File: config.mk
export PLATFORM = sky130hd
export DESIGN_NAME = pipe_stage_reg
export DESIGN_NICKNAME = d
export VERILOG_FILES = /design/src/rtl/pipe_stage_reg.sv
export SDC_FILE = /design/constraint.sdc
export NUM_CORES = 1
export LEC_CHECK = 0
export CORE_ASPECT_RATIO = 1.4
export CORE_MARGIN = 4
export CORE_UTILIZATION = 41
export DETAILED_ROUTE_END_ITERATION = 10
export PLACE_DENSITY_LB_ADDON = 0.05
export SLEW_MARGIN = 20
export SYNTH_ARGS = -nofsm -noshare
export SYNTH_HDL_FRONTEND = slang
export SYNTH_SLANG_ARGS = --single-unit
File: constraint.sdc
create_clock -name clk -period 2.56 [get_ports clk]
set_input_delay 0.384 -clock clk [delete_from_list [all_inputs] [get_ports clk]]
set_output_delay 0.384 -clock clk [all_outputs]
set_load 0.005 [all_outputs]
File: src/rtl/pipe_stage_reg.sv
// ============================================================================
// Module   : pipe_stage_reg
// Brief    : EXE-stage pipeline register with valid/ready handshake, flush and
//            an optional 2-entry skid buffer (enabled by PIPE_STAGE_REG_SKID_EN).
// Revision : 1.0 - initial release
// ============================================================================
`default_nettype none

module pipe_stage_reg #(
    parameter int DATA_W = 136,
    parameter int CTRL_W = 10
) (
    input  logic              clk,
    input  logic              rst,
    input  logic              flush,
    input  logic              in_valid,
    output logic              in_ready,
    input  logic [CTRL_W-1:0] in_ctrl,
    input  logic [DATA_W-1:0] in_data,
    output logic              out_valid,
    input  logic              out_ready,
    output logic [CTRL_W-1:0] out_ctrl,
    output logic [DATA_W-1:0] out_data,
    output logic [1:0]        occ
);

`ifdef PIPE_STAGE_REG_SKID_EN
    localparam bit SKID_EN = 1'b1;
`else
    localparam bit SKID_EN = 1'b0;
`endif

    typedef enum logic [1:0] {
        EMPTY = 2'd0,
        ONE   = 2'd1,
        TWO   = 2'd2
    } state_t;

    state_t              state_q, state_d;
    logic [CTRL_W-1:0]   main_ctrl_q, main_ctrl_d;
    logic [DATA_W-1:0]   main_data_q, main_data_d;
    logic [CTRL_W-1:0]   skid_ctrl_q, skid_ctrl_d;
    logic [DATA_W-1:0]   skid_data_q, skid_data_d;
    logic                push, pop;

    assign out_valid = (state_q != EMPTY);
    assign out_ctrl  = main_ctrl_q;
    assign out_data  = main_data_q;
    assign occ       = state_q;

`ifdef PIPE_STAGE_REG_SKID_EN
    // Depends only on stored state, so it never combinationally tracks out_ready.
    assign in_ready = rst & (state_q != TWO);
`else
    assign in_ready = rst & (!out_valid | out_ready);
`endif

    assign push = in_valid & in_ready;
    assign pop  = out_valid & out_ready;

    always_ff @(posedge clk or negedge rst) begin
        if (!rst) begin
            state_q     <= EMPTY;
            main_ctrl_q <= '0;
            main_data_q <= '0;
            skid_ctrl_q <= '0;
            skid_data_q <= '0;
        end else begin
            state_q     <= state_d;
            main_ctrl_q <= main_ctrl_d;
            main_data_q <= main_data_d;
            skid_ctrl_q <= skid_ctrl_d;
            skid_data_q <= skid_data_d;
        end
    end

    always_comb begin
        state_d     = state_q;
        main_ctrl_d = main_ctrl_q;
        main_data_d = main_data_q;
        skid_ctrl_d = skid_ctrl_q;
        skid_data_d = skid_data_q;

        if (flush) begin
            // Flush wins: any push this cycle is dropped, any pop is treated as consumed.
            state_d     = EMPTY;
            main_ctrl_d = '0;
            main_data_d = '0;
            skid_ctrl_d = '0;
            skid_data_d = '0;
        end else begin
            case (state_q)
                EMPTY: begin
                    if (push) begin
                        state_d     = ONE;
                        main_ctrl_d = in_ctrl;
                        main_data_d = in_data;
                    end
                end
                ONE: begin
                    if (push && pop) begin
                        main_ctrl_d = in_ctrl;
                        main_data_d = in_data;
                    end else if (push && SKID_EN) begin
                        state_d     = TWO;
                        skid_ctrl_d = in_ctrl;
                        skid_data_d = in_data;
                    end else if (pop) begin
                        state_d     = EMPTY;
                        main_ctrl_d = '0;
                        main_data_d = '0;
                    end
                end
                TWO: begin
                    if (pop) begin
                        state_d     = ONE;
                        main_ctrl_d = skid_ctrl_q;
                        main_data_d = skid_data_q;
                        skid_ctrl_d = '0;
                        skid_data_d = '0;
                    end
                end
                default: begin
                    state_d     = EMPTY;
                    main_ctrl_d = '0;
                    main_data_d = '0;
                    skid_ctrl_d = '0;
                    skid_data_d = '0;
                end
            endcase
        end
    end

endmodule

`default_nettype wire

Word level (Yosys, flattened, before mapping)
Index checks and enable logic that the tools add are counted.
{"block": "word_totals", "regBits": 294, "inputBits": 151, "word_cells": 47}
{"block": "op_classes", "n_reduce_logical": 8, "n_eq_ne": 8, "muxes": 22, "bitwise": 4}
{"operator": "136-bit two-way mux", "n": 6}
{"operator": "136-bit case mux with 3 select lines", "n": 1}
{"operator": "136-bit case mux with 2 select lines", "n": 1}
{"operator": "10-bit two-way mux", "n": 6}
{"operator": "10-bit case mux with 3 select lines", "n": 1}
{"operator": "10-bit case mux with 2 select lines", "n": 1}
{"operator": "3-bit inequality test (second input constant)", "n": 4}
{"operator": "2-bit two-way mux", "n": 5}
{"operator": "2-bit case mux with 3 select lines", "n": 1}
{"operator": "4-bit inequality test (second input constant)", "n": 1}
{"operator": "4-bit AND reduction", "n": 1}
{"operator": "1-bit bitwise AND", "n": 3}
{"operator": "3-bit AND reduction", "n": 1}
{"operator": "2-bit by 1-bit == test with 1-bit output (second input constant)", "n": 1}
{"operator": "2-bit == test (second input constant)", "n": 1}
{"operator": "2-bit logical NOT", "n": 1}
{"operator": "2-bit by 1-bit inequality test with 1-bit output (second input constant)", "n": 1}
{"operator": "2-bit AND reduction", "n": 1}
{"operator": "2-bit nonzero test", "n": 1}
{"operator": "2-bit OR reduction", "n": 1}
{"operator": "1-bit logical AND", "n": 1}
{"operator": "1-bit logical NOT", "n": 1}
{"operator": "1-bit OR", "n": 1}

Depth between registers and ports, before layout
Gate-level depths: netlist of run 1.
{"block": "logic_depth", "word_depth": 9, "mapped_depth": 5, "mapped_depth_nobuf": 3}

Least setup slack after synthesis of run 1
No wires, ideal clock.
{"block": "synth_path", "path_type": "register to register", "start": "register state_q[0] (netlist: occ[0])", "end": "register main_ctrl_q[0] (netlist: out_ctrl[0])", "setup_slack_ns": 1.176, "stages_incl_launch_ff": 6, "required_time_ns": 2.495, "setup_time_ns": 0.065, "period_less_slack_ns": 1.384, "arrival_ns": 1.318, "path_cell_list": "dfrtp_1 and3b_1 a211oi_2 buf_12 buf_12 a22o_1"}
{"block": "synth_between", "elab_chain_len": 9}
{"element": "from (decl)", "line_no": "39", "source": "state_t state_q, state_d;"}
{"element": "from (signal assigned)", "line_no": "69", "source": "state_q <= state_d;"}
{"element": "2-bit nonzero test", "line_no": "46", "source": "assign out_valid = (state_q != EMPTY);"}
{"element": "1-bit logical NOT", "line_no": "55", "source": "assign in_ready = rst & (!out_valid | out_ready);"}
{"element": "1-bit OR", "line_no": "55"}
{"element": "1-bit bitwise AND", "line_no": "55"}
{"element": "1-bit bitwise AND", "line_no": "58", "source": "assign push = in_valid & in_ready;"}
{"element": "1-bit logical AND", "line_no": "101", "source": "if (push && pop) begin"}
{"element": "10-bit two-way mux", "line_no": "101"}
{"element": "10-bit case mux with 3 select lines", "line_no": "92", "source": "case (state_q)"}
{"element": "10-bit two-way mux", "line_no": "84", "source": "if (flush) begin"}
{"element": "to (signal assigned)", "line_no": "70", "source": "main_ctrl_q <= main_ctrl_d;"}
{"element": "to (decl)", "line_no": "40", "source": "logic [CTRL_W-1:0] main_ctrl_q, main_ctrl_d;"}
Parallel ways exist; a longest one is shown, timed or not.
A chain may end at the register's enable or synchronous reset.

Worst setup path after layout of run 1
{"block": "layout_path", "start": "input out_ready", "end": "output in_ready"}
{"block": "layout_between", "elab_chain_len": 2}
{"element": "from (decl)", "line_no": "21", "source": "input logic out_ready,"}
{"element": "1-bit OR", "line_no": "55"}
{"element": "1-bit bitwise AND", "line_no": "55"}
{"element": "to (decl)", "line_no": "17", "source": "output logic in_ready,"}
Every way passes these cells.

==> impl_results.md, run 1 <==
* Measured slew at the worst slew-check pin at ~0.82 ns
* RSZ-0062 raised after global routing: no
* Gate power share at 0.138
* Setup slack, reg-to-reg at ~0.8 ns
* Placed cell areas at 8340 sq um
* Core Box Area at roughly 13000 sq um
* DIE AREA at 15200 sq um
* Final min period at about 2.1 ns
* CTS tree: yes
* Post-synth cell types at 15
* Setup violators final at 0
* Global Route Usage Sum at 0.218
* Layout cells sized above 1 at 0.0567
* Placed insts at approximately 780
* DRT Pass-1 Iters at 4
* PnR Total Power at roughly 5.4 mW
* WL per Instance at around 20 um
* CTS max path bufs at 2
* VDD IR max at ~0.39 mV
* Worst Path Required at between 2 and 2.5 ns
* Final period utilization at 0.819
* Syn_area_per_cell at between 15 and 20 sq um
* Largest family of logic cells by synthesized area: compound AO/OA/AOI/OAI gates
* Hpwl dp at between 10 and 15 mm
* Setup CP Type: in2out
* Fin cells at ~810
* Psw at around 1.2 mW
* Worst Reg-to-Reg Cells at 4
* Compound-cell area share of the yosys netlist at 0.239
* Max Cap Violations at 0
* Final setup skew at about 0.0058 ns
* Die Y at between 100 and 150 um
* Syn nets at 486
* XOR/XNOR Fraction of Synth Area at 0
* Vias in the first global route at 4530
* CP startpoint kind: input pin
* Endpoint class of the critical path: primary output
* Row cnt at 49
* Final #Nets at 775
* Synthesis-to-finish area growth at 63.3%
* Yosys top cell by area: dfrtp_1
* Total grt overflow at 0
* Top cells by area, synth: dfrtp_1 (68%), a22o_1 (24%), buf_12 (5.5%)
* Status: completed
* Clock-pin slew on the worst setup and hold paths at approximately 0.050 ns
* First-pass GRT wire length at roughly 26 mm
* Final hold vios at 0
* Sum Neg Setup Slack at 0 ns
* DRC at 0
* Crit path max fanout at 3
* Seq/Total Area, Yosys at 0.678
* Largest net degree at the start of global routing at around 150
* #FFs+latches synth at 147
* Post-CTS setup buffer count at 0
* P_int at 4.19 mW
* Leakage power total at just under 4 nW
* Arrival time worst endpoint at between 1.5 and 2 ns
* Post-route ant nets at 0
* Critical R2R Launch: occ[0]$_DFFE_PN0P_
* Htree depth at 4
* Drt via density at approximately 5.1
* Syn Inst Count at between 300 and 400
* Fmax at around 0.48 GHz
* Die Wd at about 110 um
* PD cells at between 600 and 700 nW/um^2
* Slew HR at 0.450
* Root buf cell: clkbuf_16
* GP Congestion at 0.753
* CTS Sinks at about 150
* Simple-gate portion of the synthesized area at 0.00645
* Buffers on Ports at 299
* Adder-Cell Fraction of Synth Area at 0
* Commonest non-fill, non-tap cell in the layout: clkdlybuf4s50_1
* Commonest cells after routing, fill and taps aside: clkdlybuf4s50_1 (298), dfrtp_1 (147), a22o_1 (146), clkbuf_16 (17), buf_12 (5)
* Post-CTS Resized at 0
* Synth top area share at 0.678
* Critical R2R Capture: out_data[134]$_DFFE_PN0P_
* Final Max Tran Viols at 0
* Routed wire length at roughly 17 mm
* Starting DRC count in detailed routing at ~200
* Clock Latency Late Sink at about 0.40 ns
* Final core utilization at 0.685
* Multiplexer area fraction after synthesis at 0
* Switch share at 0.229
* # IOs at 301
* Finished Cell Area at ~8900 sq um
* Seq pwr share at 0.459
* Yosys warning count at 0
* Num CTS Buffers at 17
* Synth Cell Area at ~5400 sq um
* CTS Hold Bufs at 0
* Hold Path Class: in2async
* Initial antenna violation count at 0
* Clock network power share at 0.403
* Initial core utilization at 0.420
* Vias at 4188
-- metal layers --
| layer | vias to the layer above | GRT usage | routed length [um] |
|---|---|---|---|
| met2 | 204 | 0.366 | 8550 |
| li1 | 1861 | - | - |
| met1 | 2098 | 0.252 | 6340 |
| met5 | - | 0 | 0 |
| met3 | 25 | 0.0849 | 1330 |
| met4 | 0 | 0.0864 | 440 |
-- how the worst max path moves through the flow --
stage / cells after the start / slack (ns) / endpoint / startpoint
floorplan: 5 / 1.18 / out_ctrl[0]$_DFFE_PN0P_ / occ[0]$_DFFE_PN0P_
global route: 4 / 0.42 / in_ready / out_ready
global placement: 4 / 0.48 / in_ready / out_ready
CTS: 4 / 0.47 / in_ready / out_ready
finish: 4 / 0.46 / in_ready / out_ready
detailed placement: 4 / 0.46 / in_ready / out_ready
-- area by class of cell --
| cell class | instances | area [sq um] |
|---|---|---|
| Antenna cell | 1 | 2.50 |
| Clock buffer | 21 | 460 |
| Clock inverter | 9 | 58.8 |
| Fill cell | 980 | 4070 |
| Multi-Input combinational cell | 154 | 1350 |
| Sequential cell | 147 | 3680 |
| Tap cell | 178 | 223 |
| Timing Repair Buffer | 304 | 3090 |
-- registers in the layout, indices dropped and copies added, names as in the netlist --
register  flops
occ           1
out_ctrl     10
out_data    136
-- worst max-delay path: stages --
cell,delay (ns)
clkdlybuf4s50_1,0.53
nand2b_1,0.16
and2_1,0.14
clkdlybuf4s50_1,0.51
-- power by group through the flow --
| stage | logic (mW) | clock network [mW] | registers (mW) |
|---|---|---|---|
| after floorplan | 0.245 | 0 | 2.54 |
| after global placement | 0.745 | 0 | 2.53 |
| after detailed placement | 0.756 | 0 | 2.53 |
| after CTS | 0.759 | 2.25 | 2.49 |
| after global routing | 0.799 | 2.36 | 2.51 |
| final | 0.747 | 2.19 | 2.50 |
-- cells by family (layout without fill, tap and decap cells) --
kind of cell | after synthesis | after routing
buffers and inverters | 34 | 334
AOI/OAI and AO/OA | 148 | 148
DFF | 147 | 147
other | 1 | 2
and+or+nand+nor | 5 | 5
-- cell usage after synthesis, drive strengths merged --
library cell	number
dfrtp	147
a22o	146
buf	32
clkbuf	2
a211oi	1
a21oi	1
and2	1
and3b	1
and4b	1
conb	1
nand2	1
nand2b	1
-- stage by stage --
stage          hold slack (ns)  worst slack (ns)
2_1_floorplan           0.0884              1.18
3_3_place_gp             0.487             0.478
3_5_place_dp             0.490             0.465
4_1_cts                  0.169             0.468
5_1_grt                  0.176             0.416
6_report                0.0781             0.462
No activity file was read; power rests on OpenSTA's default activity.
==> inputs of run 2 (changes only) <==
--- a/config.mk
+++ b/config.mk
@@ -7,7 +7,7 @@
 export LEC_CHECK = 0
 export CORE_ASPECT_RATIO = 1.4
 export CORE_MARGIN = 4
-export CORE_UTILIZATION = 41
+export CORE_UTILIZATION = 35
 export DETAILED_ROUTE_END_ITERATION = 10
 export PLACE_DENSITY_LB_ADDON = 0.05
 export SLEW_MARGIN = 20
==> constraint.sdc (replaced) <==
create_clock -name clk -period 1.8 [get_ports clk]
set_input_delay 0.27 -clock clk [delete_from_list [all_inputs] [get_ports clk]]
set_output_delay 0.27 -clock clk [all_outputs]
set_load 0.005 [all_outputs]
==> run 2 against run 1 <==
  * Via count down 1.1%
  * Clock power up 75%
  * Combinational power is 51% higher
  * Clock-buffer cell count is 3 lower
  * Worst hold slack better by 0.35 ns
  * Routed wire length is 2.4% higher
  * Clock skew is 0.0079 ns higher
  * Register-to-register slack got worse by 0.58 ns
  * Critical path depth is 2 lower
  * Largest cell class unchanged
  * Flip-flop and latch count unchanged
==> impl_results.md, run 2 (synthesized netlist as in run 1, its figures left out) <==
* Fin cells at 842 (+3.4%)
* Starting DRC count in detailed routing at 249 (+26%)
* Row cnt at 53 (+8.2%)
* Multi-input gate area at 1350 sq um (unchanged)
* Initial core utilization at 0.359 (-0.0606)
* RSZ-0062 raised after global routing: no
* Global Route Usage Sum at 0.196 (-0.0225)
* PD cells at 926 nW/um^2 (+51%)
* Clock Latency Late Sink at 0.41 ns (about the same)
* CP startpoint kind: flip-flop
* DP Worst Slack at -0.0692 ns (-0.534 ns)
* Slew HR at 0.549 (+0.0985)
* Status: completed
* DRT Pass-1 Iters at 4 (unchanged)
* Drt via density at 4.92 (-4.4%)
* Total grt overflow at 0 (unchanged)
* Max FFs per register at 136 (unchanged)
* Vias at 4141 (-1.1%)
* CTS max path bufs at 2 (unchanged)
* Ant diodes at 0 (-1)
* CTS Sinks at 147 (unchanged)
* Measured slew at the worst slew-check pin at 0.677 ns (-0.148 ns)
* First-pass GRT wire length at 26.6 mm (+3.8%)
* DIE AREA at 17600 sq um (+16%)
* Final hold vios at 0 (unchanged)
* Die Wd at 113 um (+7.6%)
* GP Congestion at 0.774 (+2.9%)
* Final #Nets at 790 (+1.9%)
* Num CTS Buffers at 17 (unchanged)
* Hpwl dp at 12.2 mm (+5.6%)
* Vias in the first global route at 4689 (+3.5%)
* Post-route ant nets at 0 (unchanged)
* Fillers at 1204 (+23%)
* Initial antenna violation count at 0 (unchanged)
* Root buf cell: clkbuf_16
* Hold Path Class: in2async
* Worst Path Required at 1.53 ns (-0.65 ns)
* Clock-pin slew on the worst setup and hold paths at 0.06 ns (about the same)
* P_int at 6.65 mW (+59%)
* CTS tree: yes
* Gate power share at 0.132 (-0.006)
* Max Cap Violations at 0 (unchanged)
* Die Y at 155 um (+7.8%)
* Arrival time worst endpoint at 1.43 ns (-0.28 ns)
* Layout cells sized above 1 at 0.0800 (+0.0233)
* Final min period at 1.70 ns
* # IOs at 301 (unchanged)
* Final period utilization at 0.944
* Final Max Tran Viols at 0 (unchanged)
* VDD IR max at 0.539 mV (+39%)
* DRC at 0 (unchanged)
* FF+latch area at 3680 sq um (about the same)
* Final setup skew at 0.0137 ns (+0.00791 ns)
* Routed wire length at 17.1 mm (+2.4%)
* Setup slack after layout at 0.102 ns (-0.361 ns)
* Placed insts at 810 (+3.4%)
* WL per Instance at 20.3 um (-1.0%)
* Buffers on Ports at 299 (unchanged)
* Seq pwr share at 0.417 (-0.042)
* Commonest cells after routing, fill and taps aside: clkdlybuf4s50_1 (297), a22o_1 (146), dfrtp_1 (146), clkbuf_16 (17), buf_12 (10)
* Fmax at slightly below 0.6 GHz
* Clock network power share at 0.451 (+0.048)
* Setup violators final at 0 (unchanged)
* Commonest non-fill, non-tap cell in the layout: clkdlybuf4s50_1
* Synthesis-to-finish area growth at 69.4%
* Htree depth at 4 (unchanged)
* Endpoint class of the critical path: primary output
* Psw at 1.86 mW (+49%)
* Largest net degree at the start of global routing at 130 (-12%)
* Switch share at 0.219 (-0.0108)
* PnR Total Power at 8.51 mW (+57%)
* Core Box Area at 15100 sq um (+17%)
* Crit path max fanout at 4 (+1)
* Setup CP Type: reg2out
* Fin Hold WS at 0.431 ns (+0.352 ns)
* Leakage power total at 4.10 nW (+4.1%)
-- run 2: what timing repair did --
action                                  4_1_cts  5_1_grt
endpoints found under the hold margin        18        0
gates resized for setup                       2        2
hold buffers                                  1        0
setup buffers                                 1        0
gates cloned                                  0        0
pin swaps                                     0        0
endpoints found under the setup margin        1       85
-- run 2: metrics by stage --
stage                util  TNS, ns  instance area, sq um
floorplan               -        0                  5430
finish              0.608        0                  9190
CTS                 0.607        0                  9180
global placement    0.564    -1.99                  8530
detailed placement  0.564    -3.91                  8530
global route        0.608        0                  9190
-- run 2: final timing paths --
kind | slack, ns | cells past startpoint | end | startpoint
max reg2reg | 0.22 | 6 | out_data[107]$_DFFE_PN0P_ | occ[0]$_DFFE_PN0P_
max in group asynchronous | 0.70 | 3 | out_data[41]$_DFFE_PN0P_ | rst
min in group clk | 0.46 | 2 | out_data[80]$_DFFE_PN0P_ | in_data[80]
max | 0.10 | 2 | out_valid | occ[0]$_DFFE_PN0P_
min reg2reg | 0.50 | 1 | out_data[1]$_DFFE_PN0P_ | out_data[1]$_DFFE_PN0P_
min | 0.43 | 3 | out_data[25]$_DFFE_PN0P_ | rst
-- run 2: worst max-delay path: stages, from the launching register on --
cell	delay [ns]
dfrtp_2	0.38
buf_4	0.15
clkdlybuf4s50_1	0.50
-- run 2: per-layer routing --
layer | wire, um | global-route usage | part of all wire
met2 | 8460 | 0.323 | 0.50
met1 | 6670 | 0.233 | 0.39
met5 | 0 | 0 | 0
met3 | 1500 | 0.0685 | 0.088
met4 | 419 | 0.0802 | 0.025
-- run 2: power groups by stage --
stage	registers (mW)	clock network, mW	logic [mW]
final	3.55	3.84	1.13
after floorplan	3.61	0	0.348
after global routing	3.56	4.08	1.21
after detailed placement	3.60	0	1.14
after CTS	3.55	3.93	1.15
after global placement	3.60	0	1.12
-- run 2: final cells by class --
type                            count  area share
Sequential cell                   147       0.400
Multi-Input combinational cell    154       0.146
Clock inverter                     12      0.0220
Clock buffer                       18      0.0467
Tap cell                          192      0.0261
Timing Repair Buffer              319       0.358
==> inputs of run 3 (changes only) <==
--- a/config.mk
+++ b/config.mk
@@ -6,7 +6,7 @@
 export NUM_CORES = 1
 export LEC_CHECK = 0
 export CORE_ASPECT_RATIO = 1.4
-export CORE_MARGIN = 4
+export CORE_MARGIN = 8
 export CORE_UTILIZATION = 35
 export DETAILED_ROUTE_END_ITERATION = 10
 export PLACE_DENSITY_LB_ADDON = 0.05
==> run 3 against run 2 <==
  * Critical path depth unchanged
  * Clock power decreased by 11%
  * Routed wire length grew 6.0%
  * Die area is 13% higher
  * Flip-flop and latch count unchanged
  * Global-route usage shrank 1.3 points
  * Cell count grew 0.83%
  * Combinational power about the same
  * Clock skew down 0.0070 ns
  * Largest cell class unchanged
  * Largest power group is now sequential cells
==> impl_results.md, run 3 (synthesized netlist as in run 1, its figures left out) <==
* Critical R2R Launch: occ[0]$_DFFE_PN0P_
* Commonest non-fill, non-tap cell in the layout: clkdlybuf4s50_1
* VDD IR max at 0.546 mV (+1.5%)
* Crit path capture: out_valid
* Critical R2R Capture: out_data[22]$_DFFE_PN0P_
* Layout cells sized above 1 at 0.0844 (+0.00436)
* Commonest cells after routing, fill and taps aside: clkdlybuf4s50_1 (297), a22o_1 (146), dfrtp_1 (146), clkbuf_16 (17), buf_4 (11)
* Status: completed
* Slowest stage delay, CP at 0.50 ns (about the same)
* Setup CP Type: reg2out
* DIE AREA at 19800 sq um (+13%)
* DRC at 0 (unchanged)
* Arrival time worst endpoint at 1.45 ns (+0.02 ns)
* Synthesis-to-finish area growth at 68.2%
* Vias in the first global route at 4643 (-0.98%)
* Fin Hold WS at 0.271 ns (-0.160 ns)
* # IOs at 301 (unchanged)
* Fmax at 0.580 GHz (-1.4%)
* Multi-input gate area at 1350 sq um (+0.56%)
* Hpwl dp at 13.4 mm (+9.4%)
* FF+latch area at 3680 sq um (unchanged)
* CP Cell Sequence: buf_4 > clkdlybuf4s50_1
* Root buf cell: clkbuf_16
* Measured slew at the worst slew-check pin at 0.586 ns (-0.0903 ns)
* Final #Nets at 792 (+0.25%)
* First-pass GRT wire length at 27.8 mm (+4.7%)
* Worst path top cell family by delay: buffers and inverters
* Final hold vios at 0 (unchanged)
* RSZ-0062 raised after global routing: no
* Setup violators final at 0 (unchanged)
* Slew HR at 0.609 (+0.0602)
* Finished Cell Area at 9130 sq um (-0.68%)
* Largest net degree at the start of global routing at 105 (-19%)
* Htree depth at 4 (unchanged)
* Final period utilization at 0.957 (+0.0139)
* Routed wire length at 18.1 mm (+6.0%)
* Total grt overflow at 0 (unchanged)
* Final min period at 1.72 ns (+0.0250 ns)
* Worst Path Required at 1.53 ns (about the same)
* Final setup skew at 0.00672 ns (-0.00699 ns)
* Core Box Area at 15400 sq um (+1.9%)
* CTS Sinks at 147 (unchanged)
* Num CTS Buffers at 17 (unchanged)
* CTS max path bufs at 2 (unchanged)
* Global Route Usage Sum at 0.183 (-0.0129)
* PnR Total Power at 8.10 mW (-4.9%)
* Stages on worst setup path at 2 (unchanged)
* Starting DRC count in detailed routing at 255 (+2.4%)
* GP Congestion at 0.736 (-5.0%)
* Initial core utilization at 0.352 (-0.00665)
* CP startpoint kind: flip-flop
* CTS tree: yes
* Row cnt at 54 (+1.9%)
* Crit path max fanout at 4 (unchanged)
* PD cells at 887 nW/um^2 (-4.2%)
* Worst Reg-to-Reg Cells at 6 (unchanged)
* Buffers on Ports at 299 (unchanged)
* Max FFs per register at 136 (unchanged)
* DRT Pass-1 Iters at 4 (unchanged)
* Vias at 4205 (+1.5%)
* Max Cap Violations at 0 (unchanged)
* CP bufs+invs at 2 (unchanged)
* Initial antenna violation count at 1 (+1)
* Endpoint class of the critical path: primary output
* Clock Latency Late Sink at 0.40 ns (about the same)
* Slowest library cell on the worst path: clkdlybuf4s50_1
* Placed cell areas at 8540 sq um (about the same)
* Final core utilization at 0.593 (-0.0153)
* Final Max Tran Viols at 0 (unchanged)
* Fillers at 1291 (+7.2%)
* Drt via density at 4.95 (+0.71%)
* WL per Instance at 21.3 um (+5.1%)
* Hold Path Class: in2async
* Leakage power total at 4.07 nW (-0.64%)
* Setup slack, reg-to-reg at 0.16 ns (-0.06 ns)
* Post-route ant nets at 0 (unchanged)
* CP startpoint: occ[0]$_DFFE_PN0P_
* Clock-pin slew on the worst setup and hold paths at 0.06 ns (about the same)
* Die Y at 163 um (+5.1%)
* Die Wd at 121 um (+7.1%)
## run 3: power by group
part	switching (mW)	internal (mW)
Sequential	0.0882	3.46
Clock	1.38	2.03
Combinational	0.400	0.733
Total	1.87	6.23
## run 3: layout make-up
class,instances,share of cell area
Tap cell,196,0.0269
Sequential cell,147,0.403
Timing Repair Buffer,321,0.360
Multi-Input combinational cell,154,0.148
Antenna cell,1,0.000274
Clock buffer,18,0.0470
Clock inverter,12,0.0147
## run 3: metal layers
metal,part of all wire,wire (um),global-route usage,vias to the layer above
met5,0,0,0,-
met4,0.018,331,0.0681,0
met3,0.096,1740,0.0764,18
met2,0.48,8720,0.288,193
met1,0.40,7290,0.218,2097
li1,-,-,-,1897
## run 3: worst min-delay path by stage
stage                     from                       end
after CTS                  rst  out_data[91]$_DFFE_PN0P_
after global placement     rst  out_data[62]$_DFFE_PN0P_
final                      rst  out_data[91]$_DFFE_PN0P_
after floorplan            rst        occ[0]$_DFFE_PN0P_
after global routing       rst  out_data[91]$_DFFE_PN0P_
after detailed placement   rst  out_data[62]$_DFFE_PN0P_
## run 3: timing repair
| item | CTS | global route |
|---|---|---|
| hold endpoints to repair | 10 | 0 |
| resized for setup | 3 | 0 |
| hold buffers | 1 | 0 |
| endpoints found under the setup margin | 1 | 0 |
| buffers inserted | 1 | 0 |
## run 3: per-stage QoR
step / worst slack, ns / instances / setup TNS, ns
2_1_floorplan: 0.416 / 335 / 0
3_3_place_gp: -0.0187 / 816 / -0.0187
3_5_place_dp: -0.00654 / 816 / -0.0338
4_1_cts: 0.0577 / 848 / 0
5_1_grt: 0.0257 / 849 / 0
6_report: 0.0766 / 849 / 0
